File: src/rtl/oldest2_issue_queue.sv
// ============================================================================
//  Module      : oldest2_issue_queue
//  Description : Age-ordered issue queue feeding a two-grant oldest-first
//                arbiter. Entries are allocated circularly, woken up by two
//                tag broadcast ports, and freed by the arbiter's grants.
//                The two issued payloads are registered. The head pointer
//                advances past freed entries one per cycle.
//  Config      : IQ_ALLOC_WAKEUP_EN - when defined, a wakeup broadcast in the
//                allocation cycle also readies the entry being allocated.
//  Revision    : 1.0 - initial release
// ============================================================================
`default_nettype none

module oldest2_issue_queue #(
    parameter int SEL_WIDTH      = 16,
    parameter int PRIORITY_WIDTH = 4,
    parameter int TAG_WIDTH      = 6,
    parameter int PAYLOAD_WIDTH  = 32
) (
    input  logic                        clk,
    input  logic                        rst,
    input  logic                        flush_i,
    input  logic                        alloc_valid_i,
    output logic                        alloc_ready_o,
    input  logic [TAG_WIDTH-1:0]        alloc_src1_tag_i,
    input  logic                        alloc_src1_rdy_i,
    input  logic [TAG_WIDTH-1:0]        alloc_src2_tag_i,
    input  logic                        alloc_src2_rdy_i,
    input  logic [PAYLOAD_WIDTH-1:0]    alloc_payload_i,
    input  logic [1:0]                  wakeup_valid_i,
    input  logic [2*TAG_WIDTH-1:0]      wakeup_tag_i,
    output logic [SEL_WIDTH-1:0]        req_o,
    output logic [PRIORITY_WIDTH-1:0]   priority_fix_o,
    input  logic                        first_grant_valid_i,
    input  logic [PRIORITY_WIDTH-1:0]   first_grant_index_i,
    input  logic                        second_grant_valid_i,
    input  logic [PRIORITY_WIDTH-1:0]   second_grant_index_i,
    output logic                        issue0_valid_o,
    output logic [PAYLOAD_WIDTH-1:0]    issue0_payload_o,
    output logic                        issue1_valid_o,
    output logic [PAYLOAD_WIDTH-1:0]    issue1_payload_o
);

    localparam logic [PRIORITY_WIDTH:0] c_ptr_one = {{PRIORITY_WIDTH{1'b0}}, 1'b1};
    localparam logic [SEL_WIDTH-1:0]    c_bit_one = {{(SEL_WIDTH-1){1'b0}}, 1'b1};

    // Entry storage
    logic [SEL_WIDTH-1:0]     r_valid;
    logic [SEL_WIDTH-1:0]     r_src1_rdy;
    logic [SEL_WIDTH-1:0]     r_src2_rdy;
    logic [TAG_WIDTH-1:0]     r_src1_tag [SEL_WIDTH];
    logic [TAG_WIDTH-1:0]     r_src2_tag [SEL_WIDTH];
    logic [PAYLOAD_WIDTH-1:0] r_payload  [SEL_WIDTH];

    // Circular pointers, MSB is the wrap bit
    logic [PRIORITY_WIDTH:0]  r_head;
    logic [PRIORITY_WIDTH:0]  r_tail;

    logic [PRIORITY_WIDTH-1:0] w_head_idx;
    logic [PRIORITY_WIDTH-1:0] w_tail_idx;
    logic                      w_empty;
    logic                      w_full;
    logic                      w_alloc_fire;
    logic [TAG_WIDTH-1:0]      w_wk_tag0;
    logic [TAG_WIDTH-1:0]      w_wk_tag1;
    logic [SEL_WIDTH-1:0]      w_wake1;
    logic [SEL_WIDTH-1:0]      w_wake2;
    logic                      w_alloc_wake1;
    logic                      w_alloc_wake2;
    logic                      w_grant0_ok;
    logic                      w_grant1_ok;
    logic [SEL_WIDTH-1:0]      w_free;

    assign w_head_idx   = r_head[PRIORITY_WIDTH-1:0];
    assign w_tail_idx   = r_tail[PRIORITY_WIDTH-1:0];
    assign w_empty      = (r_head == r_tail);
    assign w_full       = (w_head_idx == w_tail_idx) &&
                          (r_head[PRIORITY_WIDTH] != r_tail[PRIORITY_WIDTH]);
    assign w_alloc_fire = alloc_valid_i && !w_full;
    assign w_wk_tag0    = wakeup_tag_i[TAG_WIDTH-1:0];
    assign w_wk_tag1    = wakeup_tag_i[2*TAG_WIDTH-1:TAG_WIDTH];

    // A grant only takes effect on a live entry; a duplicate second grant is dropped
    assign w_grant0_ok  = first_grant_valid_i && r_valid[first_grant_index_i];
    assign w_grant1_ok  = second_grant_valid_i && r_valid[second_grant_index_i] &&
                          !(first_grant_valid_i && (second_grant_index_i == first_grant_index_i));

    assign alloc_ready_o  = !w_full;
    assign priority_fix_o = w_head_idx;
    assign req_o          = r_valid & r_src1_rdy & r_src2_rdy;

`ifdef IQ_ALLOC_WAKEUP_EN
    assign w_alloc_wake1 = (wakeup_valid_i[0] && (alloc_src1_tag_i == w_wk_tag0)) ||
                           (wakeup_valid_i[1] && (alloc_src1_tag_i == w_wk_tag1));
    assign w_alloc_wake2 = (wakeup_valid_i[0] && (alloc_src2_tag_i == w_wk_tag0)) ||
                           (wakeup_valid_i[1] && (alloc_src2_tag_i == w_wk_tag1));
`else
    assign w_alloc_wake1 = 1'b0;
    assign w_alloc_wake2 = 1'b0;
`endif

    // Per-entry tag match against both wakeup ports, and the grant free mask
    always_comb begin
        w_wake1 = '0;
        w_wake2 = '0;
        w_free  = '0;
        for (int i = 0; i < SEL_WIDTH; i++) begin
            w_wake1[i] = (wakeup_valid_i[0] && (r_src1_tag[i] == w_wk_tag0)) ||
                         (wakeup_valid_i[1] && (r_src1_tag[i] == w_wk_tag1));
            w_wake2[i] = (wakeup_valid_i[0] && (r_src2_tag[i] == w_wk_tag0)) ||
                         (wakeup_valid_i[1] && (r_src2_tag[i] == w_wk_tag1));
        end
        if (w_grant0_ok) w_free = w_free | (c_bit_one << first_grant_index_i);
        if (w_grant1_ok) w_free = w_free | (c_bit_one << second_grant_index_i);
    end

    // Entry state: allocation write, wakeup readiness and grant frees
    always_ff @(posedge clk or posedge rst) begin
        if (rst) begin
            r_valid    <= '0;
            r_src1_rdy <= '0;
            r_src2_rdy <= '0;
            for (int i = 0; i < SEL_WIDTH; i++) begin
                r_src1_tag[i] <= '0;
                r_src2_tag[i] <= '0;
                r_payload[i]  <= '0;
            end
        end else if (flush_i) begin
            r_valid <= '0;
        end else begin
            for (int i = 0; i < SEL_WIDTH; i++) begin
                // The tail slot is never live while not full, so it cannot be freed here
                if (w_alloc_fire && (w_tail_idx == PRIORITY_WIDTH'(i))) begin
                    r_valid[i]    <= 1'b1;
                    r_src1_tag[i] <= alloc_src1_tag_i;
                    r_src2_tag[i] <= alloc_src2_tag_i;
                    r_src1_rdy[i] <= alloc_src1_rdy_i || w_alloc_wake1;
                    r_src2_rdy[i] <= alloc_src2_rdy_i || w_alloc_wake2;
                    r_payload[i]  <= alloc_payload_i;
                end else begin
                    if (r_valid[i] && w_wake1[i]) r_src1_rdy[i] <= 1'b1;
                    if (r_valid[i] && w_wake2[i]) r_src2_rdy[i] <= 1'b1;
                    if (w_free[i])                r_valid[i]    <= 1'b0;
                end
            end
        end
    end

    // Head/tail pointers; head retires one freed entry per cycle
    always_ff @(posedge clk or posedge rst) begin
        if (rst) begin
            r_head <= '0;
            r_tail <= '0;
        end else if (flush_i) begin
            r_head <= '0;
            r_tail <= '0;
        end else begin
            if (w_alloc_fire)
                r_tail <= r_tail + c_ptr_one;
            if (!w_empty && !r_valid[w_head_idx])
                r_head <= r_head + c_ptr_one;
        end
    end

    // Registered issue slots; payload holds when no grant is accepted
    always_ff @(posedge clk or posedge rst) begin
        if (rst) begin
            issue0_valid_o   <= 1'b0;
            issue0_payload_o <= '0;
            issue1_valid_o   <= 1'b0;
            issue1_payload_o <= '0;
        end else if (flush_i) begin
            issue0_valid_o <= 1'b0;
            issue1_valid_o <= 1'b0;
        end else begin
            issue0_valid_o <= w_grant0_ok;
            issue1_valid_o <= w_grant1_ok;
            if (w_grant0_ok) issue0_payload_o <= r_payload[first_grant_index_i];
            if (w_grant1_ok) issue1_payload_o <= r_payload[second_grant_index_i];
        end
    end

`ifndef SYNTHESIS
    // Flag grants that the queue drops (dead entry or duplicate index)
    always @(posedge clk) begin
        if (!rst && !flush_i) begin
            if (first_grant_valid_i)
                assert (r_valid[first_grant_index_i])
                else $warning("iq: grant 0 to empty entry %0d dropped", first_grant_index_i);
            if (second_grant_valid_i)
                assert (r_valid[second_grant_index_i] &&
                        !(first_grant_valid_i && (second_grant_index_i == first_grant_index_i)))
                else $warning("iq: grant 1 to entry %0d dropped", second_grant_index_i);
        end
    end
`endif

endmodule

`default_nettype wire

File: config.mk
export PLATFORM = sky130hd
export DESIGN_NAME = oldest2_issue_queue
export DESIGN_NICKNAME = d
export VERILOG_FILES = /design/src/rtl/oldest2_issue_queue.sv
export SDC_FILE = /design/constraint.sdc
export NUM_CORES = 2
export LEC_CHECK = 0
export BUFFER_PORTS_ARGS = -buffer_cell sky130_fd_sc_hd__buf_2
export CAP_MARGIN = 20
export CORE_MARGIN = 5
export CORE_UTILIZATION = 60
export DETAILED_ROUTE_END_ITERATION = 16
export PLACE_DENSITY = 0.78
export SLEW_MARGIN = 40
export SYNTH_ARGS = -nofsm -noshare
export SYNTH_HDL_FRONTEND = slang
export SYNTH_SLANG_ARGS = --single-unit
export TNS_END_PERCENT = 20
File: constraint.sdc
create_clock -name clk -period 39.2 [get_ports clk]
set_clock_uncertainty 0.15 [all_clocks]
set_input_delay 7.84 -clock clk [delete_from_list [all_inputs] [get_ports clk]]
set_output_delay 7.84 -clock clk [all_outputs]
set_load 0.05 [all_outputs]
; ---- Yosys cells after proc, flatten, opt, wreduce, memory -nomap -nowiden
; Index checks and enable logic that the tools add are counted.
[totals]
ff_bits = 828
in_bits = 74
out_inout_bits = 87
wordCells = 573
[op_classes]
addsub = 2
magnitude_cmp = 5
n_eq_ne = 83
n_shift = 2
mux = 117
bitwise = 6
reduce_logical = 256
[ops]
columns = operator, n
row1 = equality test 6 bit, 64
row2 = binary-select mux 32 bit (select 4 bit), 2
row3 = two-way mux 32 bit, 4
row4 = logical AND 1 bit, 119
row5 = two-way mux 1 bit, 101
row6 = AND reduction 2 bit, 50
row7 = nonzero test 2 bit, 34
row8 = two-way mux 16 bit, 3
row9 = nonzero test 3 bit, 16
row10 = AND 16 bit, 2
row11 = equality test 4 bit (second input constant), 8
row12 = logical OR 1 bit, 32
row13 = << shifter 1 x 4 -> 16 bit (first input constant), 2
row14 = two-way mux 5 bit, 4
row15 = equality test 4 x 3 -> 1 bit (second input constant), 4
row16 = bitwise OR 16 bit, 1
row17 = < comparator 4 x 5 -> 1 bit (second input constant), 3
row18 = binary-select mux 1 bit (select 4 bit), 3
row19 = adder 5 x 1 -> 5 bit (second input constant), 2
row20 = greater-or-equal comparator 5 bit (second input constant), 2
row21 = NOT 4 -> 5 bit, 2
row22 = equality test 4 x 2 -> 1 bit (second input constant), 2
row23 = equality test 4 bit, 2
row24 = equality test 5 bit, 1
row25 = other kinds (5), 8

; ---- Depth between registers and ports, before layout
[depth]
word_depth = 9
ltp_mapped = 9
depth_no_buf = 7

; ---- Least setup slack after synthesis
; OpenSTA, ideal clock, no wires.
[synth_timing]
kind = input -> register
start = input first_grant_index_i[0]
end = register issue0_payload_o[10]
arrival_time_ps = 9820
setup_slack_ps = 29106
stages = 5
cell_sequence = buf_2 clkbuf_1 mux4_2 mux4_2 mux2_2
[synth_via]
elab_chain_cells = 4
word_cells_on_any_way = 8
[synth_lines]
columns = item, line
row1 = "start, declared", 35  ; input logic [PRIORITY_WIDTH-1:0] first_grant_index_i,
row2 = binary-select mux 1 bit (select 4 bit) or NOT 4 -> 5 bit (tied branches), "84, 178"
row3 = two-way mux 1 bit (implied by the code) or binary-select mux 32 bit (select 4 bit) (tied branches), "84, 178"
row4 = logical AND 1 bit or two-way mux 32 bit (tied branches), "84, 178"
row5 = AND reduction 2 bit (no line) or two-way mux 32 bit (tied branches), n/a
row6 = "end signal, assigned", 178  ; if (w_grant0_ok) issue0_payload_o <= r_payload[first_grant_index_i];
row7 = "end, declared", 39  ; output logic [PAYLOAD_WIDTH-1:0] issue0_payload_o,
; Parallel ways exist; a longest one is shown, timed or not. The select of a mux whose other input is x is not followed.
; A chain may end at the register's enable or synchronous reset.

; ---- Worst setup path in the final report
[layout_timing]
start = input second_grant_index_i[1]
end = register issue1_payload_o[3]
[layout_via]
elab_chain_cells = 5
word_cells_on_any_way = 12
[layout_lines]
columns = item, line
row1 = "start, declared", 37  ; input logic [PRIORITY_WIDTH-1:0] second_grant_index_i,
row2 = binary-select mux 1 bit (select 4 bit) or equality test 4 bit (tied branches), "85, 86"
row3 = two-way mux 1 bit (implied by the code) or logical AND 1 bit (tied branches), "85, 86"
row4 = logical AND 1 bit or zero test 1 bit (tied branches), "85, 86"
row5 = logical AND 1 bit, 85  ; assign w_grant1_ok = second_grant_valid_i && r_valid[second_grant_index_i] &&
row6 = AND reduction 2 bit (no line), n/a
row7 = "end signal, assigned", 179  ; if (w_grant1_ok) issue1_payload_o <= r_payload[second_grant_index_i];
row8 = "end, declared", 41  ; output logic [PAYLOAD_WIDTH-1:0] issue1_payload_o
; Parallel ways exist; a longest one is shown, timed or not. The select of a mux whose other input is x is not followed.

==> impl_metrics.py <==
metrics = {
    "power_and_ir_drop": {
        "p_leak_nw": 21.82,
        "power_density_nw_per_um2": 46.49,
        "vdd.ir_drop.worst_uv": 40.77,
    },
    "setup_path": {
        "critPathSlowestCell": "buf_4",
        "worstPathRequired_ns": 39.58,
        "path_buf_inv": 3,
        "critPathTopFamily": "buffers and inverters",
        "cpPeakStageDelay_ns": 0.74,
        "path_cells": "buf_6, buf_4, buf_4, mux4_2, mux4_2, mux2_2",
        "cp.arrival_ns": 11.02,
        "worst_setup_path_start_kind": "input pin",
        "crit_type": "in -> reg",
        "end_kind": "register",
        "cp_max_fo": 52,
    },
    "global_routing": {
        "grt_pass1_wl_mm": 187.0,
        "grt_max_degree": 164,
        "use_met1_pct": 41.34,
        "grt_pass1_vias": 30280,
        "busiest_layer": "met2",
        "use_met3_pct": 6.147,
        "grt-ovfl-total": 0,
        "grt_use_met2_pct": 51.10,
        "grtUsageTotal_pct": 31.08,
        "grt_antenna_before_repair": 13,
    },
    "synthesis": {
        "yosys_warnings": 0,
        "yosys_most_used_dff": "dfrtp_1",
        "avgSynthCellArea_um2": 14.26,
        "synthCells": 3092,
        "ys_types": 47,
        "synth-seq-cells": 828,
        "synth_edf_count": 0,
        "synth-seq-area-share_pct": 46.99,
        "synthesis.area_um2": 44090,
        "async_flop_share_pct": 100.0,
        "syn-num-nets": 3171,
    },
    "layout": {
        "finalNetCount": 3189,
        "area_delta_synth_final_pct": 10.80,
        "fill_cells": 4891,
        "final_layout_size_suffix_gt1_share_pct": 46.56,
        "final_core_util_pct": 66.97,
    },
    "sta": {
        "fin_ws_ns": 28.56,
        "period_needed_ns": 10.64,
        "tightest_slew_ns": 0.9014,
        "fin_crit_sh_pct": 27.14,
        "setup_violations": 0,
        "finalSetupTns_ns": 0,
        "drv_slew": 0,
        "relSlewSlack_pct": 39.91,
        "fmax_ghz": 0.09400,
        "rsz0062_at_grt": "false",
        "hold_viol_final": 0,
    },
    "clock_network": {
        "cts_tree": "built",
        "post-cts-setup-buffer-count": 0,
        "cts_root_buffer": "clkbuf_16",
        "cts.sink_count": 828,
        "ctsResizeCount": 0,
        "clock_latency_ns": 0.66,
        "ctsHoldBuffers": 0,
        "clkTransAtPathRegs_ns": 0.06,
        "cts_made_buffers": 88,
        "htreeDepth": 3,
        "ctsLongestPathBuffers": 3,
    },
    "die": {
        "io_pins": 161,
        "start_util_pct": 60.44,
        "coreArea_um2": 72960,
        "die_area_um2": 79010,
        "die_w_um": 281.1,
        "rows": 99,
        "die_h_um": 281.1,
    },
    "worst_hold_path": {
        "hold_path_class": "reg -> reg",
    },
    "routing": {
        "wl_mm": 121.2,
        "ant_nets": 0,
        "drcViolationCount": 0,
        "drt_iter0_drc": 2510,
        "dr_total_vias": 28270,
        "drt-pass1-iter-count": 5,
        "drt-wirelength-per-cell_um": 29.25,
        "routed_via_density": 6.821,
    },
    "flow_run": {
        "max_cap_viol_count": 0,
    },
    "status": {
        "status": "finished, final reports clean",
    },
    "placed_design": {
        "numPortBuffers": 160,
        "dpl.hpwl_mm": 68.34,
        "detailedPlace.worstSlack_ns": 27.47,
        "gp_congestion": 0.8694,
    },
}
metrics by stage:
| step | hold WS [ns] | cell area (um2) | instances | power (mW) |
|---|---|---|---|---|
| floorplan | 0.3411 | 44090 | 3092 | 1.290 |
| global placement | 0.3370 | 45590 | 3976 | 1.374 |
| detailed placement | 0.3433 | 45680 | 3977 | 1.396 |
| CTS | 0.3563 | 48770 | 4136 | 2.279 |
| global route | 0.3757 | 48850 | 4143 | 2.352 |
| finish | 0.3508 | 48860 | 4144 | 2.271 |
worst reg2reg max path: stages, from the launching register on:
cell and delay (ns):
dfrtp_1 0.80, xnor2_1 0.20, nand4_1 0.13, buf_4 0.31, o21ai_4 0.71, buf_4 0.70
mux2_2 0.47
report_power, final:
part | switching [mW] | leakage [nW] | internal (mW)
registers | 0.0761 | 11.3 | 0.936
logic | 0.196 | 9.04 | 0.178
clock network | 0.356 | 1.52 | 0.530
state kept, by name, indices dropped and copies added, names as in the netlist:
register / cells
r_payload: 512
r_src1_tag: 96
r_src2_tag: 96
issue0_payload_o: 32
issue1_payload_o: 32
r_src1_rdy: 16
r_src2_rdy: 16
r_valid: 16
r_head: 5
r_tail: 5
issue0_valid_o: 1
issue1_valid_o: 1
layout make-up:
| cell class | instances | area, um2 | area share, % |
|---|---|---|---|
| Multi-Input combinational cell | 1968 | 22380 | 45.82 |
| Sequential cell | 828 | 20720 | 42.41 |
| Clock buffer | 127 | 2613 | 5.347 |
| Timing Repair Buffer | 216 | 1399 | 2.863 |
| Tap cell | 959 | 1200 | 2.456 |
| Clock inverter | 32 | 484.2 | 0.9911 |
| Inverter | 8 | 42.54 | 0.08707 |
| Antenna cell | 6 | 15.01 | 0.03073 |
cells by family (layout without fill, tap and decap cells):
family | after synthesis | in the layout | share of synthesized area, %
DFF | 828 | 828 | 46.99
other | 0 | 6 | 0
AOI/OAI and AO/OA | 169 | 169 | 2.140
and+or+nand+nor | 290 | 290 | 3.558
buffers and inverters | 296 | 383 | 2.716
adders and majority gates | 5 | 5 | 0.1419
muxes | 1107 | 1107 | 36.57
xor gates and xnor gates | 397 | 397 | 7.886
cells in the final DEF, fill, tap and decap left out, types with 33 or more instances in the layout:
cell type  synthesis  routed
buf_4              4      36
nand4_1           66      66
xnor2_1          391     390
a21oi_1           69      69
mux2_2           768     768
clkbuf_16          0      91
nor2_1            43      43
o21ai_0           38      38
buf_2             51     152
dfrtp_1          828     828
nand3_1           70      70
mux4_2           325     325
o22ai_1           33      33
cell usage after synthesis (2+ instances only):
| master | n | area share (%) |
|---|---|---|
| or4_1 | 4 | 0.068 |
| inv_1 | 7 | 0.060 |
| mux2_2 | 768 | 20 |
| nor4_1 | 12 | 0.17 |
| nor3_1 | 20 | 0.23 |
| o21ai_1 | 17 | 0.19 |
| buf_1 | 51 | 0.43 |
| mux2i_1 | 13 | 0.30 |
| nor2_1 | 43 | 0.37 |
| buf_2 | 51 | 0.58 |
| buf_4 | 4 | 0.068 |
| o21ai_0 | 38 | 0.43 |
| nand4_1 | 66 | 0.94 |
| mux4_2 | 325 | 17 |
| o22ai_1 | 33 | 0.47 |
| or2_2 | 2 | 0.028 |
| nor4b_1 | 3 | 0.060 |
| and2_1 | 2 | 0.028 |
| dfrtp_1 | 828 | 47 |
| nor2b_1 | 18 | 0.26 |
| or3_2 | 2 | 0.034 |
| nand3_1 | 70 | 0.79 |
| ha_1 | 5 | 0.14 |
| o31ai_1 | 2 | 0.034 |
| o211ai_1 | 2 | 0.034 |
| xnor2_1 | 391 | 7.8 |
| and3_1 | 17 | 0.24 |
| xor2_1 | 6 | 0.12 |
| nand2b_1 | 7 | 0.099 |
| clkbuf_1 | 181 | 1.5 |
| a21oi_1 | 69 | 0.78 |
| nand2_1 | 20 | 0.17 |
per-layer routing:
| layer | vias to the layer above | share of wire, % |
|---|---|---|
| met3 | 327 | 8.1 |
| met4 | 6 | 3.7 |
| met2 | 1372 | 50 |
| met1 | 15020 | 38 |
| li1 | 11540 | - |
| met5 | - | 0.039 |
path summary, 6_finish.rpt:
path	start	endpoint	slack, ns	depth (start not counted)
worst max-delay path	second_grant_index_i[1]	issue1_payload_o[3]	28.56	6
worst min-delay path	issue1_payload_o[25]	issue1_payload_o[25]	0.35	1
worst max register to register	r_head[0]	r_payload[219]	35.63	6
worst min register to register	issue1_payload_o[25]	issue1_payload_o[25]	0.35	1
max in group asynchronous	rst	r_payload[22]	29.33	5
min in group asynchronous	rst	r_tail[2]	7.13	2
No activity file was read; power rests on OpenSTA's default activity.
